File: src/rtl/ibus_sram_responder_pkg.sv
// ---------------------------------------------------------------------------
// ibus_sram_responder_pkg
//   Shared pipeline types for the instruction bus (valid/addr_ok/data_ok
//   protocol) plus the definitions private to the SRAM responder.
//
//   ibus_req_t   : request from the fetch stage  (valid, addr[31:0])
//   ibus_resp_t  : response to the fetch stage   (addr_ok, data_ok, data[31:0])
//   resp_state_t : responder sequencing states   (IDLE, WAIT, RESP)
// ---------------------------------------------------------------------------
package ibus_sram_responder_pkg;

    // Fetch-side request. addr is a byte address; only word granularity is
    // meaningful to the instruction memory.
    typedef struct packed {
        logic        valid;
        logic [31:0] addr;
    } ibus_req_t;

    // Responder-side reply. addr_ok acknowledges the request phase, data_ok
    // marks the single cycle in which data carries the fetched word.
    typedef struct packed {
        logic        addr_ok;
        logic        data_ok;
        logic [31:0] data;
    } ibus_resp_t;

    // IDLE : waiting for a queued request
    // WAIT : burning the configured extra latency before the SRAM read
    // RESP : SRAM data is on sram_rdata, hand it back and retire the head
    typedef enum logic [1:0] {
        IDLE = 2'd0,
        WAIT = 2'd1,
        RESP = 2'd2
    } resp_state_t;

    // Largest supported extra latency and the width of the counter that
    // counts it down.
    localparam int unsigned MAX_LATENCY  = 15;
    localparam int          LAT_CNT_W    = 4;

    // Counter reload value for a given latency (latency >= 1 when used).
    function automatic logic [LAT_CNT_W-1:0] lat_reload(input int unsigned latency);
        return LAT_CNT_W'(latency - 1);
    endfunction

endpackage

File: src/rtl/ibus_sram_responder_fifo.sv
// ---------------------------------------------------------------------------
// ibus_addr_fifo
//   Small in-order FIFO of request addresses (DEPTH x DW). Pushes into a full
//   FIFO and pops from an empty FIFO are ignored, so a push and a pop in the
//   same cycle on a full FIFO only pops. The head entry is visible
//   combinationally whenever the FIFO is non-empty.
//
//   clk       in   clock, all state on posedge
//   reset     in   asynchronous active-high reset, empties the FIFO
//   push      in   write push_data at the tail
//   push_data in   DW-bit entry
//   pop       in   retire the head entry
//   head      out  oldest entry (meaningless when empty)
//   count     out  number of valid entries, $clog2(DEPTH)+1 bits
//   full      out  count == DEPTH
//   empty     out  count == 0
// ---------------------------------------------------------------------------
module ibus_addr_fifo #(
    parameter int DEPTH = 2,
    parameter int DW    = 32
) (
    input  logic                       clk,
    input  logic                       reset,
    input  logic                       push,
    input  logic [DW-1:0]              push_data,
    input  logic                       pop,
    output logic [DW-1:0]              head,
    output logic [$clog2(DEPTH):0]     count,
    output logic                       full,
    output logic                       empty
);

    // Pointer width never collapses to zero bits, even for DEPTH == 1.
    localparam int PW = (DEPTH > 1) ? $clog2(DEPTH) : 1;
    localparam int CW = $clog2(DEPTH) + 1;

    logic [DW-1:0] mem_reg [DEPTH];
    logic [PW-1:0] wr_ptr_reg;
    logic [PW-1:0] rd_ptr_reg;
    logic [CW-1:0] count_reg;

    logic push_ok;
    logic pop_ok;

    // Wrap modulo DEPTH without requiring the pointer width to match exactly.
    function automatic logic [PW-1:0] ptr_inc(input logic [PW-1:0] p);
        return (p == PW'(DEPTH - 1)) ? '0 : p + 1'b1;
    endfunction

    assign full    = (count_reg == CW'(DEPTH));
    assign empty   = (count_reg == '0);
    assign push_ok = push && !full;
    assign pop_ok  = pop && !empty;
    assign count   = count_reg;
    assign head    = mem_reg[rd_ptr_reg];

    always_ff @(posedge clk or posedge reset) begin
        if (reset) begin
            wr_ptr_reg <= '0;
            rd_ptr_reg <= '0;
            count_reg  <= '0;
        end else begin
            if (push_ok) begin
                wr_ptr_reg <= ptr_inc(wr_ptr_reg);
            end
            if (pop_ok) begin
                rd_ptr_reg <= ptr_inc(rd_ptr_reg);
            end
            case ({push_ok, pop_ok})
                2'b10:   count_reg <= count_reg + 1'b1;
                2'b01:   count_reg <= count_reg - 1'b1;
                default: count_reg <= count_reg;
            endcase
        end
    end

    // Storage carries no reset: entries are only read while count says valid.
    for (genvar gi = 0; gi < DEPTH; gi++) begin : g_entry
        always_ff @(posedge clk) begin
            if (push_ok && (wr_ptr_reg == PW'(gi))) begin
                mem_reg[gi] <= push_data;
            end
        end
    end

endmodule

File: src/rtl/ibus_sram_responder.sv
// ---------------------------------------------------------------------------
// ibus_sram_responder
//   Slave end of the instruction bus. Accepts in-order read requests into an
//   address FIFO, reads a synchronous single-port instruction SRAM for the
//   head request after LATENCY extra cycles, and returns one data_ok pulse
//   per accepted request in acceptance order.
//
//   clk        in   clock, all state on posedge
//   reset      in   asynchronous active-high reset; drops outstanding requests
//   ireq       in   fetch request (valid, byte addr)
//   iresp      out  addr_ok / data_ok / data
//   sram_en    out  SRAM read enable, high only in the issue cycle
//   sram_addr  out  SRAM word index of the head request (0 when idle/empty)
//   sram_rdata in   SRAM read data, valid the cycle after sram_en
//
//   Parameters: DEPTH   max outstanding requests (power of 2, >= 1)
//               LATENCY extra wait cycles before each SRAM read (0..15)
//               AW      SRAM word-address width (1..30)
// ---------------------------------------------------------------------------
module ibus_sram_responder
    import ibus_sram_responder_pkg::*;
#(
    parameter int DEPTH   = 2,
    parameter int LATENCY = 0,
    parameter int AW      = 16
) (
    input  logic          clk,
    input  logic          reset,
    input  ibus_req_t     ireq,
    output ibus_resp_t    iresp,
    output logic          sram_en,
    output logic [AW-1:0] sram_addr,
    input  logic [31:0]   sram_rdata
);

    localparam int CW = $clog2(DEPTH) + 1;

    resp_state_t          state_reg;
    resp_state_t          state_next;
    logic [LAT_CNT_W-1:0] cnt_reg;
    logic [LAT_CNT_W-1:0] cnt_next;

    logic          addr_ok;
    logic          accept;
    logic          fifo_pop;
    logic [31:0]   fifo_head;
    logic [CW-1:0] fifo_count;
    logic          fifo_empty;
    logic          fifo_full_unused;
    logic          head_unused;

    logic          data_ok_c;
    logic [31:0]   data_c;

    // Acceptance depends on occupancy only. The count seen here is the value
    // before any pop in this cycle, so a full FIFO does not accept during
    // its RESP cycle.
    assign addr_ok = (fifo_count < CW'(DEPTH));
    assign accept  = ireq.valid && addr_ok;

    ibus_addr_fifo #(
        .DEPTH (DEPTH),
        .DW    (32)
    ) u_addr_fifo (
        .clk       (clk),
        .reset     (reset),
        .push      (accept),
        .push_data (ireq.addr),
        .pop       (fifo_pop),
        .head      (fifo_head),
        .count     (fifo_count),
        .full      (fifo_full_unused),
        .empty     (fifo_empty)
    );

    // Byte offset and bits above the SRAM size are dropped, so the memory
    // wraps. Keep the index at 0 when nothing is queued.
    assign sram_addr   = fifo_empty ? '0 : fifo_head[AW+1:2];
    assign head_unused = ^fifo_head;

    // -----------------------------------------------------------------------
    // Sequencer state
    // -----------------------------------------------------------------------
    always_ff @(posedge clk or posedge reset) begin
        if (reset) begin
            state_reg <= IDLE;
            cnt_reg   <= '0;
        end else begin
            state_reg <= state_next;
            cnt_reg   <= cnt_next;
        end
    end

    // -----------------------------------------------------------------------
    // Next state and outputs
    // -----------------------------------------------------------------------
    always_comb begin
        state_next = state_reg;
        cnt_next   = cnt_reg;
        sram_en    = 1'b0;
        fifo_pop   = 1'b0;
        data_ok_c  = 1'b0;
        data_c     = '0;

        case (state_reg)
            IDLE: begin
                if (!fifo_empty) begin
                    if (LATENCY == 0) begin
                        sram_en    = 1'b1;
                        state_next = RESP;
                    end else begin
                        // WAIT spends cnt+1 cycles, the last of which issues.
                        cnt_next   = lat_reload(LATENCY);
                        state_next = WAIT;
                    end
                end
            end

            WAIT: begin
                if (cnt_reg != '0) begin
                    cnt_next = cnt_reg - 1'b1;
                end else begin
                    sram_en    = 1'b1;
                    state_next = RESP;
                end
            end

            RESP: begin
                // SRAM output is valid exactly one cycle after the issue.
                data_ok_c  = 1'b1;
                data_c     = sram_rdata;
                fifo_pop   = 1'b1;
                state_next = IDLE;
            end

            default: begin
                state_next = IDLE;
            end
        endcase
    end

    assign iresp = '{addr_ok: addr_ok, data_ok: data_ok_c, data: data_c};

endmodule
File: config.mk
export PLATFORM = sky130hd
export DESIGN_NAME = ibus_sram_responder
export DESIGN_NICKNAME = d
export VERILOG_FILES = /design/src/rtl/ibus_sram_responder_pkg.sv /design/src/rtl/ibus_sram_responder_fifo.sv /design/src/rtl/ibus_sram_responder.sv
export SDC_FILE = /design/constraint.sdc
export NUM_CORES = 1
export LEC_CHECK = 0
export ABC_CLOCK_PERIOD_IN_PS = 3250
export BUFFER_PORTS_ARGS = -buffer_cell sky130_fd_sc_hd__clkbuf_2
export CAP_MARGIN = 5
export CORE_MARGIN = 2
export CORE_UTILIZATION = 42
export DETAILED_ROUTE_END_ITERATION = 8
export PLACE_DENSITY = 0.7
export SLEW_MARGIN = 20
export SYNTH_ARGS = -nofsm -noshare
export SYNTH_HDL_FRONTEND = slang
export SYNTH_HIERARCHICAL = 1
export SYNTH_SLANG_ARGS = --single-unit
File: constraint.sdc
create_clock -name clk -period 3.25 [get_ports clk]
set_input_delay 0.1625 -clock clk [delete_from_list [all_inputs] [get_ports clk]]
set_output_delay 0.1625 -clock clk [all_outputs]
set_load 0.01 [all_outputs]
[After elaboration in Yosys (flattened, before gate mapping)]
Memory sizes are Yosys's and may differ from the RTL's.
Index checks and enable logic that the tools add are counted.
Widths: inputs -> output; s select.
Operators by class
  $add $sub $neg: 5
  order comparisons: 1
  equal/unequal tests: 7
  mux-type cells: 19
  bitwise logic cells: 1
  reductions and logical operators: 14
Operator list (count)
  $mux 32: 2
  $reduce_or 32->1: 1
  $mux 16: 1
  $mux 1: 11
  $pmux 2 s2: 2
  $eq 2x2->1 const B: 3
  $logic_and 1x1->1: 5
  $eq 2x1->1 const B: 2
  $logic_not 2->1: 2
  $mux 2: 2
  $ne 2x2->1 const B: 2
  $reduce_and 2->1: 2
  $reduce_bool 4->1: 1
  $sub 4x1->4 const B: 1
  $add 1x1->1 const B: 2
  $add 2x1->2 const B: 1
  $logic_not 1->1: 2
  $lt 2x2->1 const B: 1
  $pmux 1 s2: 1
  $reduce_bool 2->1: 1
  $sub 2x1->2 const B: 1
  $not 1->1: 1
Word-level totals
  bits in registers: 10
  RAM bits: 64
  input bits: 67
  output and inout port bits: 51
  logic and storage cells: 53
  memories: 1
Memories
  u_addr_fifo.mem_reg: depth 2, bits a word 32, read ports 1, clocked after Yosys merged registers in 0, wr ports 1, line ibus_sram_responder_fifo.sv:37  | logic [DW-1:0] mem_reg [DEPTH];

[Logic depth before layout (Yosys ltp)]
  depth after elaboration: 8
  mapped depth: 6
  gate-level depth less buffers: 6

[By module]
The synthesis kept the hierarchy.
By module, submodules not included
  ibus_addr_fifo: times used 1, cells each 119, area an instance 2662.6 µm², sequential area each 2021.9 µm²
  ibus_sram_responder: times used 1, cells each 60, area an instance 386.6 µm², sequential area each 25.0 µm²

[Worst setup path after synthesis]
OpenSTA, ideal clock, no wires.
  path type: register to register
  start: register u_addr_fifo.count_reg[1], in the netlist u_addr_fifo/count[1]
  end: memory u_addr_fifo.mem_reg[0][0] (enable)
  setup time: 0.421 ns
  data arrival time: 2.007 ns
  data required time: 2.829 ns
  setup slack: 0.822 ns
  stages on the path, launching flop included: 4
  buffers on the path: 0
  period minus slack after synthesis: 2.428 ns
  cells stage by stage: dfrtp_1 nor2b_1 nand2_1 nor2_1
On the way
  cells in the longest elaborated chain, start to end: 8
  elaborated cells between the ends (all ways): 14
  those cells by class: order compare (1); eq/ne (1); mux (6); reduce/logical (6)
Ends and longest elaborated chain
  start, declared: line ibus_sram_responder_fifo.sv:40  | logic [CW-1:0] count_reg;
  start signal, assigned: line ibus_sram_responder_fifo.sv:70  | 2'b10: count_reg <= count_reg + 1'b1;
  start signal, assigned: line ibus_sram_responder_fifo.sv:71  | 2'b01: count_reg <= count_reg - 1'b1;
  start signal, assigned: line ibus_sram_responder_fifo.sv:72  | default: count_reg <= count_reg;
  $lt 2x2->1 *: line ibus_sram_responder.sv:58  | assign addr_ok = (fifo_count < CW'(DEPTH));
  $logic_and 1x1->1 *: line ibus_sram_responder.sv:59  | assign accept = ireq.valid && addr_ok;
  net accept: line ibus_sram_responder.sv:44  | logic accept;
  $logic_and 1x1->1 *: line ibus_sram_responder_fifo.sv:52  | assign push_ok = push && !full;
  $logic_and 1x1->1: line ibus_sram_responder_fifo.sv:80  | if (push_ok && (wr_ptr_reg == PW'(gi))) begin
  $mux 1: line ibus_sram_responder_fifo.sv:80
  $mux 1 (implied by the code): line ibus_sram_responder_fifo.sv:81  | mem_reg[gi] <= push_data;
  $reduce_or 32->1 (no line)
  $mux 1 (no line)
  end, declared: line ibus_sram_responder_fifo.sv:37
The timed path passes the listed nets; every way through them passes the cells marked *.

[Final worst setup path]
  start: register u_addr_fifo.rd_ptr_reg
  end: output port sram_addr[15]
On the way
  cells in the longest elaborated chain, start to end: 2
Ends and longest elaborated chain
  start, declared: line ibus_sram_responder_fifo.sv:39  | logic [PW-1:0] rd_ptr_reg;
  start signal, assigned: line ibus_sram_responder_fifo.sv:67  | rd_ptr_reg <= ptr_inc(rd_ptr_reg);
  $mem_v2 2x32
  net fifo_head[17]: line ibus_sram_responder.sv:46  | logic [31:0] fifo_head;
  $mux 16: line ibus_sram_responder.sv:78  | assign sram_addr = fifo_empty ? '0 : fifo_head[AW+1:2];
  end, declared: line ibus_sram_responder.sv:32  | output logic [AW-1:0] sram_addr,
The timed path passes the listed nets, and every way through them passes these cells.

==> reports/summary.txt <==
Finish-stage setup viols: 0
First-pass GRT wire length: 5310 µm
Antenna violations before repair: 0
CP startpoint kind: flip-flop
Worst EP required: 3.09 ns
Combinational cell fraction of total power: 46.2%
Int Power: 1.28 mW
Post-Place Setup Slack: 1.40 ns
Crit path DAT: 1.95 ns
Worst skew pair latency: 0.28 ns
CTS tree: done
I/O Buffers: 101
Max cap viols: 0
Die height: 70.0 µm
Type of the worst setup path: flip-flop to output port
Worst setup margin: 1.14 ns
Post-Syn Area: 1830 µm²
Setup TNS: 0 ns
Diodes inserted: 0
Post-CTS sizing: 0
Vias in the first global route: 1190
Peak VDD IR: 0.000422 V
Fin crit share: 65.0%
CP Max Fanout: 17
Initial DRC count: 16
Clock Power Share: 15.1%
Cell leakage power: 1.16 nW
Synth Net Count: 197
Fillcell total: 354
Synthesized area per cell: 14.2 µm²
CTS H-tree lvls: 2
Starting Density: 44.7%
DRC: 0
Fin. max-slew vios: 0
Vias/cell: 4.46
Unrepaired setup endpoints after global routing: no
Gpl congestion: 0.658
Io pins: 118
DIE AREA: 4900 µm²
Min Clock Period, post-route: 2.11 ns
GR Util All Layers: 14.4%
CTS Sinks: 37
Core ar.: 4090 µm²
GRT overflow: 0
Hold Vio Cnt, Final: 0
Max FFs per register: 32
Vias: 1258
Clock Pin Slew Worst Setup and Hold Paths: 0.07 ns
Worst Max-Slew Pin Slew: 0.973 ns
Switch Pwr: 0.714 mW
Rows: 23
Clock Tree Buf Depth: 2
Fmax: 473 MHz
Detail Route Antenna Nets: 0
Sw frac: 35.8%
Seq pwr share: 38.8%
Max-slew headroom: 35.1%
Share of cells above drive strength 1: 54.7%
Worst Skew: 0.00389 ns
Final-stage net count: 299
Routed Wire Length: 3420 µm
Largest net degree at the start of global routing: 37
CTS Buf Count: 5
First-pass DRT Iterations: 3
Setup crit end kind: output port
DP HPWL: 2580 µm
Status: completed
Clk root buf: clkbuf_8
HP Class: input port to flip-flop
DR WL/cell: 12.1 µm
Area delta synth->final: 32.3%
Hold WS: 0.0662 ns
Pwr dens: 824 nW/µm²
Synth Instances: 129
Yosys warning total: 6
Die Wd: 70.0 µm
-- cell type report --
type                       count  area (µm²)  area share (%)
clock buffer                   5        68.8            2.85
clock inverter                 3        17.5           0.724
inverter                       3        11.3           0.466
multi-input combinational     80         642            26.5
sequential                    37        1090            44.9
tap                           50        62.6            2.59
timing repair buffer         104         531            21.9
-- metal layers --
layer | routed length, µm | part of all wire (%) | GRT usage (%) | up-vias
met5 | 0 | 0 | 0 | -
met4 | 42 | 1.2 | 7.05 | 0
met3 | 332 | 9.7 | 6.20 | 4
met2 | 1810 | 53 | 26.7 | 66
met1 | 1240 | 36 | 13.2 | 557
li1 | - | - | - | 631
-- per-stage QoR --
stage | util, % | power (mW) | cell area [µm²] | cells
detailed placement | 56.8 | 1.72 | 2320 | 273
global placement | 56.8 | 1.71 | 2320 | 273
global route | 59.2 | 2.13 | 2420 | 282
finish | 59.2 | 1.99 | 2420 | 282
floorplan | - | 1.45 | 1830 | 129
CTS | 59.2 | 2.03 | 2420 | 282
-- power by group through the flow --
stage	registers [mW]	clock network, mW	logic, mW
2_1_floorplan	0.689	0	0.762
3_3_place_gp	0.781	0	0.928
3_5_place_dp	0.787	0	0.932
4_1_cts	0.778	0.314	0.939
5_1_grt	0.797	0.333	0.999
6_report	0.773	0.301	0.920
-- placed cells by master, fill, tap and decap left out --
cell and count:
and2_1 32, and2b_1 2, and3_1 1, buf_4 2, clkbuf_2 101, clkbuf_8 5, clkinv_1 1, clkinv_2 1
clkinv_4 1, dfrtp_1 5, dlygate4sd3_1 1, edfxtp_1 32, ha_1 1, inv_1 3, mux2_2 2, mux2_4 14
nand2_1 1, nand2b_1 1, nor2_1 5, nor2b_1 15, nor2b_2 1, xnor2_1 3, xor2_1 2
-- critical path: stages (launching register included) --
cell and delay (ns):
dfrtp_1 0.98, mux2_2 0.41, and2b_1 0.15, clkbuf_2 0.12
-- what timing repair did --
item | 4_1_cts | 5_1_grt
setup buffers | 0 | 0
endpoints found under the hold margin | 5 | 0
hold buffers | 1 | 0
-- final timing paths --
path / start / to / slack, ns / cells after the start
hold / removal: ireq[13] / u_addr_fifo/mem_reg[0][13]$_DFFE_PP_ / 0.07 / 1
hold reg to reg: u_addr_fifo/wr_ptr_reg$_DFFE_PP0P_ / u_addr_fifo/wr_ptr_reg$_DFFE_PP0P_ / 0.50 / 1
setup reg to reg: u_addr_fifo/count[1]$_DFFE_PP0P_ / u_addr_fifo/mem_reg[0][7]$_DFFE_PP_ / 1.43 / 4
setup / recovery: u_addr_fifo/rd_ptr_reg$_DFFE_PP0P_ / sram_addr[15] / 1.14 / 3
max in group asynchronous: reset / u_addr_fifo/count[0]$_DFFE_PP0P_ / 2.78 / 3
min in group asynchronous: reset / state_reg[1]$_DFFE_PP0P_ / 0.26 / 3
(Power assumes the default switching activity.)
